**config.mk**
```make
export PLATFORM = sky130hd
export DESIGN_NAME = serial_tx
export DESIGN_NICKNAME = d
export VERILOG_FILES = /design/src/rtl/serial_pkg.sv /design/src/rtl/serial_tx_bit_counter.sv /design/src/rtl/serial_tx.sv
export SDC_FILE = /design/constraint.sdc
export NUM_CORES = 1
export LEC_CHECK = 0
export CORE_UTILIZATION = 50
export DETAILED_ROUTE_END_ITERATION = 16
export GPL_TIMING_DRIVEN = 0
export HOLD_SLACK_MARGIN = 0.02
export PLACE_DENSITY = 0.78
export SYNTH_ARGS = -nofsm -noshare
export SYNTH_HDL_FRONTEND = slang
export SYNTH_HIERARCHICAL = 1
export SYNTH_SLANG_ARGS = --single-unit
```
**constraint.sdc**
```tcl
create_clock -name clock -period 2.4 [get_ports clock]
set_input_delay 0.72 -clock clock [delete_from_list [all_inputs] [get_ports clock]]
set_output_delay 0.72 -clock clock [all_outputs]
set_load 0.02 [all_outputs]
```
**src/rtl/serial_pkg.sv**
```systemverilog
// Shared definitions for the valid-framed serial link (transmitter and receiver).
// Optional feature macro: SERIAL_TX_PARITY_EN appends one even-parity beat per frame.
package serial_pkg;

   typedef enum logic [1:0] {
      IDLE = 2'b00,
      SEND = 2'b01,
      DONE = 2'b10
   } tx_state_t;

   localparam int DEFAULT_WIDTH = 8;

   // Both ends of the link derive the frame length here so they cannot disagree.
   function automatic int frame_len(input int width);
`ifdef SERIAL_TX_PARITY_EN
      return width + 1;
`else
      return width;
`endif
   endfunction

endpackage

```
**src/rtl/serial_tx_bit_counter.sv**
```systemverilog
// Beat counter for one serial frame; flags the last beat of the frame.
module tx_bit_counter
   import serial_pkg::*;
#(
   parameter int FRAME_LEN = frame_len(DEFAULT_WIDTH),
   parameter int CW        = $clog2(FRAME_LEN + 1)
) (
   input  logic          clock,
   input  logic          reset_n,
   input  logic          clear,
   input  logic          enable,
   output logic [CW-1:0] count,
   output logic          last
);

   // Count beats while sending; width holds FRAME_LEN so the step after the last beat cannot wrap.
   always_ff @(posedge clock or negedge reset_n) begin
      if (!reset_n)
         count <= '0;
      else if (clear)
         count <= '0;
      else if (enable)
         count <= count + CW'(1);
   end

   assign last = (count == CW'(FRAME_LEN - 1));

endmodule

```
**src/rtl/serial_tx.sv**
```systemverilog
// Serial transmitter: captures a parallel word on tx_start and shifts it out
// LSB-first inside a contiguous serial_valid burst.
// Optional feature macro: SERIAL_TX_PARITY_EN (adds a final even-parity beat).
//
// state | meaning
// IDLE  | waiting for tx_start; counter held clear
// SEND  | one frame beat per cycle on serial_out
// DONE  | one-cycle completion pulse on tx_done
module serial_tx
   import serial_pkg::*;
#(
   parameter int WIDTH = DEFAULT_WIDTH
) (
   input  logic             clock,
   input  logic             reset_n,
   input  logic             tx_start,
   input  logic [WIDTH-1:0] tx_data,
   output logic             tx_busy,
   output logic             tx_done,
   output logic             serial_valid,
   output logic             serial_out
);

   localparam int FRAME_LEN = frame_len(WIDTH);
   localparam int CW        = $clog2(FRAME_LEN + 1);

   tx_state_t        state;
   tx_state_t        next_state;
   logic [WIDTH-1:0] shift_reg;
   logic [CW-1:0]    count;
   logic             last;
   logic             accept;
   logic             data_beat;
   logic             beat_bit;

   assign accept    = (state == IDLE) && tx_start;
   assign data_beat = (count < CW'(WIDTH));

   tx_bit_counter #(
      .FRAME_LEN (FRAME_LEN),
      .CW        (CW)
   ) u_bit_counter (
      .clock   (clock),
      .reset_n (reset_n),
      .clear   (state == IDLE),
      .enable  (state == SEND),
      .count   (count),
      .last    (last)
   );

   // State register.
   always_ff @(posedge clock or negedge reset_n) begin
      if (!reset_n)
         state <= IDLE;
      else
         state <= next_state;
   end

   // Next-state logic; the unused encoding falls back to IDLE.
   always_comb begin
      next_state = IDLE;
      case (state)
         IDLE:    next_state = tx_start ? SEND : IDLE;
         SEND:    next_state = last ? DONE : SEND;
         DONE:    next_state = IDLE;
         default: next_state = IDLE;
      endcase
   end

   // Capture on accept, then shift right zero-filled during the data beats.
   always_ff @(posedge clock or negedge reset_n) begin
      if (!reset_n)
         shift_reg <= '0;
      else if (accept)
         shift_reg <= tx_data;
      else if (state == SEND && data_beat)
         shift_reg <= {1'b0, shift_reg[WIDTH-1:1]};
   end

`ifdef SERIAL_TX_PARITY_EN
   logic parity;

   // Even parity of the captured word, sent as the beat after the data bits.
   always_ff @(posedge clock or negedge reset_n) begin
      if (!reset_n)
         parity <= 1'b0;
      else if (accept)
         parity <= ^tx_data;
   end

   assign beat_bit = data_beat ? shift_reg[0] : parity;
`else
   assign beat_bit = data_beat & shift_reg[0];
`endif

   // Outputs decode only the defined states, so the unused encoding drives all low.
   assign tx_busy      = (state == SEND) || (state == DONE);
   assign serial_valid = (state == SEND);
   assign tx_done      = (state == DONE);
   assign serial_out   = serial_valid & beat_bit;

endmodule
```
==> impl_metrics.json <==
{
  "coreArea_um2": 1350,
  "synthCells": 68,
  "largest_register_ffs": 8,
  "holdBufCountCts": 0,
  "io_pins": 15,
  "post-cts-setup-buffers": 0,
  "seq_power_share_pct": 36.4,
  "power_frac_comb_pct": 47.5,
  "dr_total_vias": 506,
  "required_ps": 1680,
  "cts_buffers": 3,
  "die_w_um": 40.6,
  "start_util_pct": 55.1,
  "overflow": 0,
  "power_switching_mw": 0.362,
  "antenna_found_initial": 0,
  "switching_share_pct": 35.1,
  "final-instance-count-excl-fill": 101,
  "final_util_pct": 70.6,
  "insertion_delay_ps": 280,
  "antennaDiodeCount": 0,
  "routedWlPerCell_um": 11.2,
  "irDropWorstVdd_v": 0.000570,
  "worst_pin_slew_ps": 606,
  "power.leakage_nw": 0.451,
  "drt_iter0_drc": 3,
  "antenna_left": 0,
  "io_buffer_count": 14,
  "die_h_um": 40.6,
  "fin_skew_ps": 7.34,
  "drt-vias-per-instance": 5.01,
  "grt_use_total_pct": 15.7,
  "relSlewSlack_pct": 59.5,
  "status": "finished, final reports clean",
  "cap_violations": 0,
  "hold_class": "reg -> reg",
  "cp_max_fo": 8,
  "path_clk_slew_ps": 80,
  "cts_root_buf": "clkbuf_4",
  "yosys_warnings": 6,
  "cp_data_arrival_time_ps": 1620,
  "rsz0062_at_grt": "no",
  "p_int_mw": 0.668,
  "ys_types": 21,
  "end_kind": "output pin",
  "crit_type": "reg -> out",
  "clockPowerShare_pct": 16.1,
  "place_hpwl_um": 868,
  "gp_congestion": 0.678,
  "finalWirelength_mm": 1.14,
  "fill_cells": 97,
  "area_growth_pct": 28.1,
  "drive_above_1_share_pct": 14.0,
  "finalHoldViolations": 0,
  "setup-violations-final": 0,
  "dieArea_um2": 1650,
  "min_period_over_period_pct": 97.5,
  "remaining_drc_errors": 0,
  "ys_seq_area_share_pct": 47.1,
  "std_cell_rows": 13,
  "grt_pass1_wl_mm": 1.63,
  "slew_viol_final": 0,
  "ys_seq_elements": 14,
  "dp_cells": 97,
  "final_area_um2": 953,
  "grt_pass1_vias": 400,
  "power_density_nw_per_um2": 1080,
  "grt_max_degree": 15,
  "placed_area_um2": 903,
  "synth.avg_cell_area_um2": 10.9,
  "fin_setup_tns_ps": 0,
  "synth_area_um2": 744,
  "cts_tree": "done",
  "htree_levels": 1,
  "clockBufferDepth": 2,
  "synth_nets": 84,
  "period_minus_slack_ps": 2340,
  "cts_sinks": 14,
  "clock.fmax_mhz": 427,
  "nets": 103,
  "drt-pass1-iter-count": 4,
  "critPathLaunchType": "flop"
}
path summary, 6_finish.rpt:
| kind | startpoint | endpoint | slack (ps) | cells past startpoint |
|---|---|---|---|---|
| worst min-delay path | shift_reg[7]$_DFFE_PN0P_ | shift_reg[7]$_DFFE_PN0P_ | 540 | 2 |
| worst max register to register | state[0]$_DFF_PN0_ | state[0]$_DFF_PN0_ | 910 | 6 |
| max in group asynchronous | reset_n | u_bit_counter/count[3]$_DFFE_PN0P_ | 1190 | 1 |
| worst max-delay path | state[1]$_DFF_PN0_ | serial_valid | 60 | 3 |
| min in group asynchronous | reset_n | shift_reg[5]$_DFFE_PN0P_ | 820 | 1 |
| worst min register to register | shift_reg[7]$_DFFE_PN0P_ | shift_reg[7]$_DFFE_PN0P_ | 540 | 2 |
cells in the mapped netlist:
| cell | count | area (um2) |
|---|---|---|
| inv_1 | 3 | 11.3 |
| nand3b_1 | 1 | 7.51 |
| a21bo_2 | 1 | 10.0 |
| mux2i_1 | 8 | 80.1 |
| a21oi_1 | 1 | 5.00 |
| dfrtp_1 | 14 | 350 |
| nand4_1 | 1 | 6.26 |
| buf_8 | 2 | 30.0 |
| nor2_1 | 5 | 18.8 |
| nand2_1 | 10 | 37.5 |
| nor2b_1 | 1 | 6.26 |
| o21ai_0 | 2 | 10.0 |
| and2_4 | 1 | 8.76 |
| and3b_1 | 1 | 8.76 |
| buf_6 | 1 | 11.3 |
| xnor2_1 | 1 | 8.76 |
| nand2b_4 | 1 | 13.8 |
| mux2_4 | 1 | 15.0 |
| o21bai_1 | 1 | 7.51 |
| ha_1 | 5 | 62.6 |
| o21ai_1 | 7 | 35.0 |
layout by cell type, fill, tap and decap left out, drive strengths merged:
cell type	Yosys	routed
mux2	1	1
mux2i	8	8
nor2	5	5
nor2b	1	1
a21bo	1	1
xnor2	1	1
buf	3	3
ha	5	5
clkbuf	0	4
and3b	1	1
o21ai	9	9
and2	1	1
o21bai	1	1
dlymetal6s2s	0	1
nand3b	1	1
inv	3	3
nand2	10	10
dlygate4sd2	0	1
nand4	1	1
clkdlybuf4s50	0	12
a21oi	1	1
dfrtp	14	14
nand2b	1	1
timing repair:
| item | 4_1_cts | 5_1_grt |
|---|---|---|
| resized for setup | 3 | 1 |
| cloned | 0 | 0 |
| setup endpoints to repair | 2 | 1 |
per-layer routing:
layer	share of wire (%)	track usage [%]	routed length [um]	vias to the layer above
li1	-	-	-	265
met1	50	19.9	566	228
met2	46	25.0	517	11
met3	3.3	3.33	37	2
met4	1.3	7.50	15	0
met5	0	0	0	-
power by group through the flow:
stage / Combinational (mW) / Clock (mW) / Sequential (mW)
after floorplan: 0.375 / 0 / 0.362
after global placement: 0.480 / 0 / 0.372
after detailed placement: 0.489 / 0 / 0.376
after CTS: 0.498 / 0.172 / 0.375
after global routing: 0.537 / 0.182 / 0.387
final: 0.489 / 0.166 / 0.374
metrics by stage:
step	total power [mW]	hold slack [ps]	setup WS, ps
finish	1.03	540	60.7
CTS	1.04	543	8.53
global route	1.11	562	7.28
floorplan	0.737	424	517
detailed placement	0.865	530	75.1
global placement	0.851	520	114
area by class of cell:
type,instances,area (um2),area share [%]
timing repair buffer,14,141,14.8
multi-input combinational,48,354,37.1
inverter,3,11.3,1.18
clock buffer,4,36.3,3.81
sequential,14,350,36.7
buffer,3,41.3,4.33
tap,15,18.8,1.97
critical path: stages (launching register included):
cell and delay, ps:
dfrtp_1 390, inv_1 140, ha_4 210, clkdlybuf4s50_1 610
kinds of logic after synthesis:
kind of cell,count (synthesis),share of synthesized area [%]
compound gates,12,9.07
xor+xnor,1,1.18
fa+ha+maj,5,8.40
buf+inv,6,7.06
flops,14,47.1
mux,9,12.8
simple gates,21,14.5
Note: power is estimated with default switching activity, not from simulation.
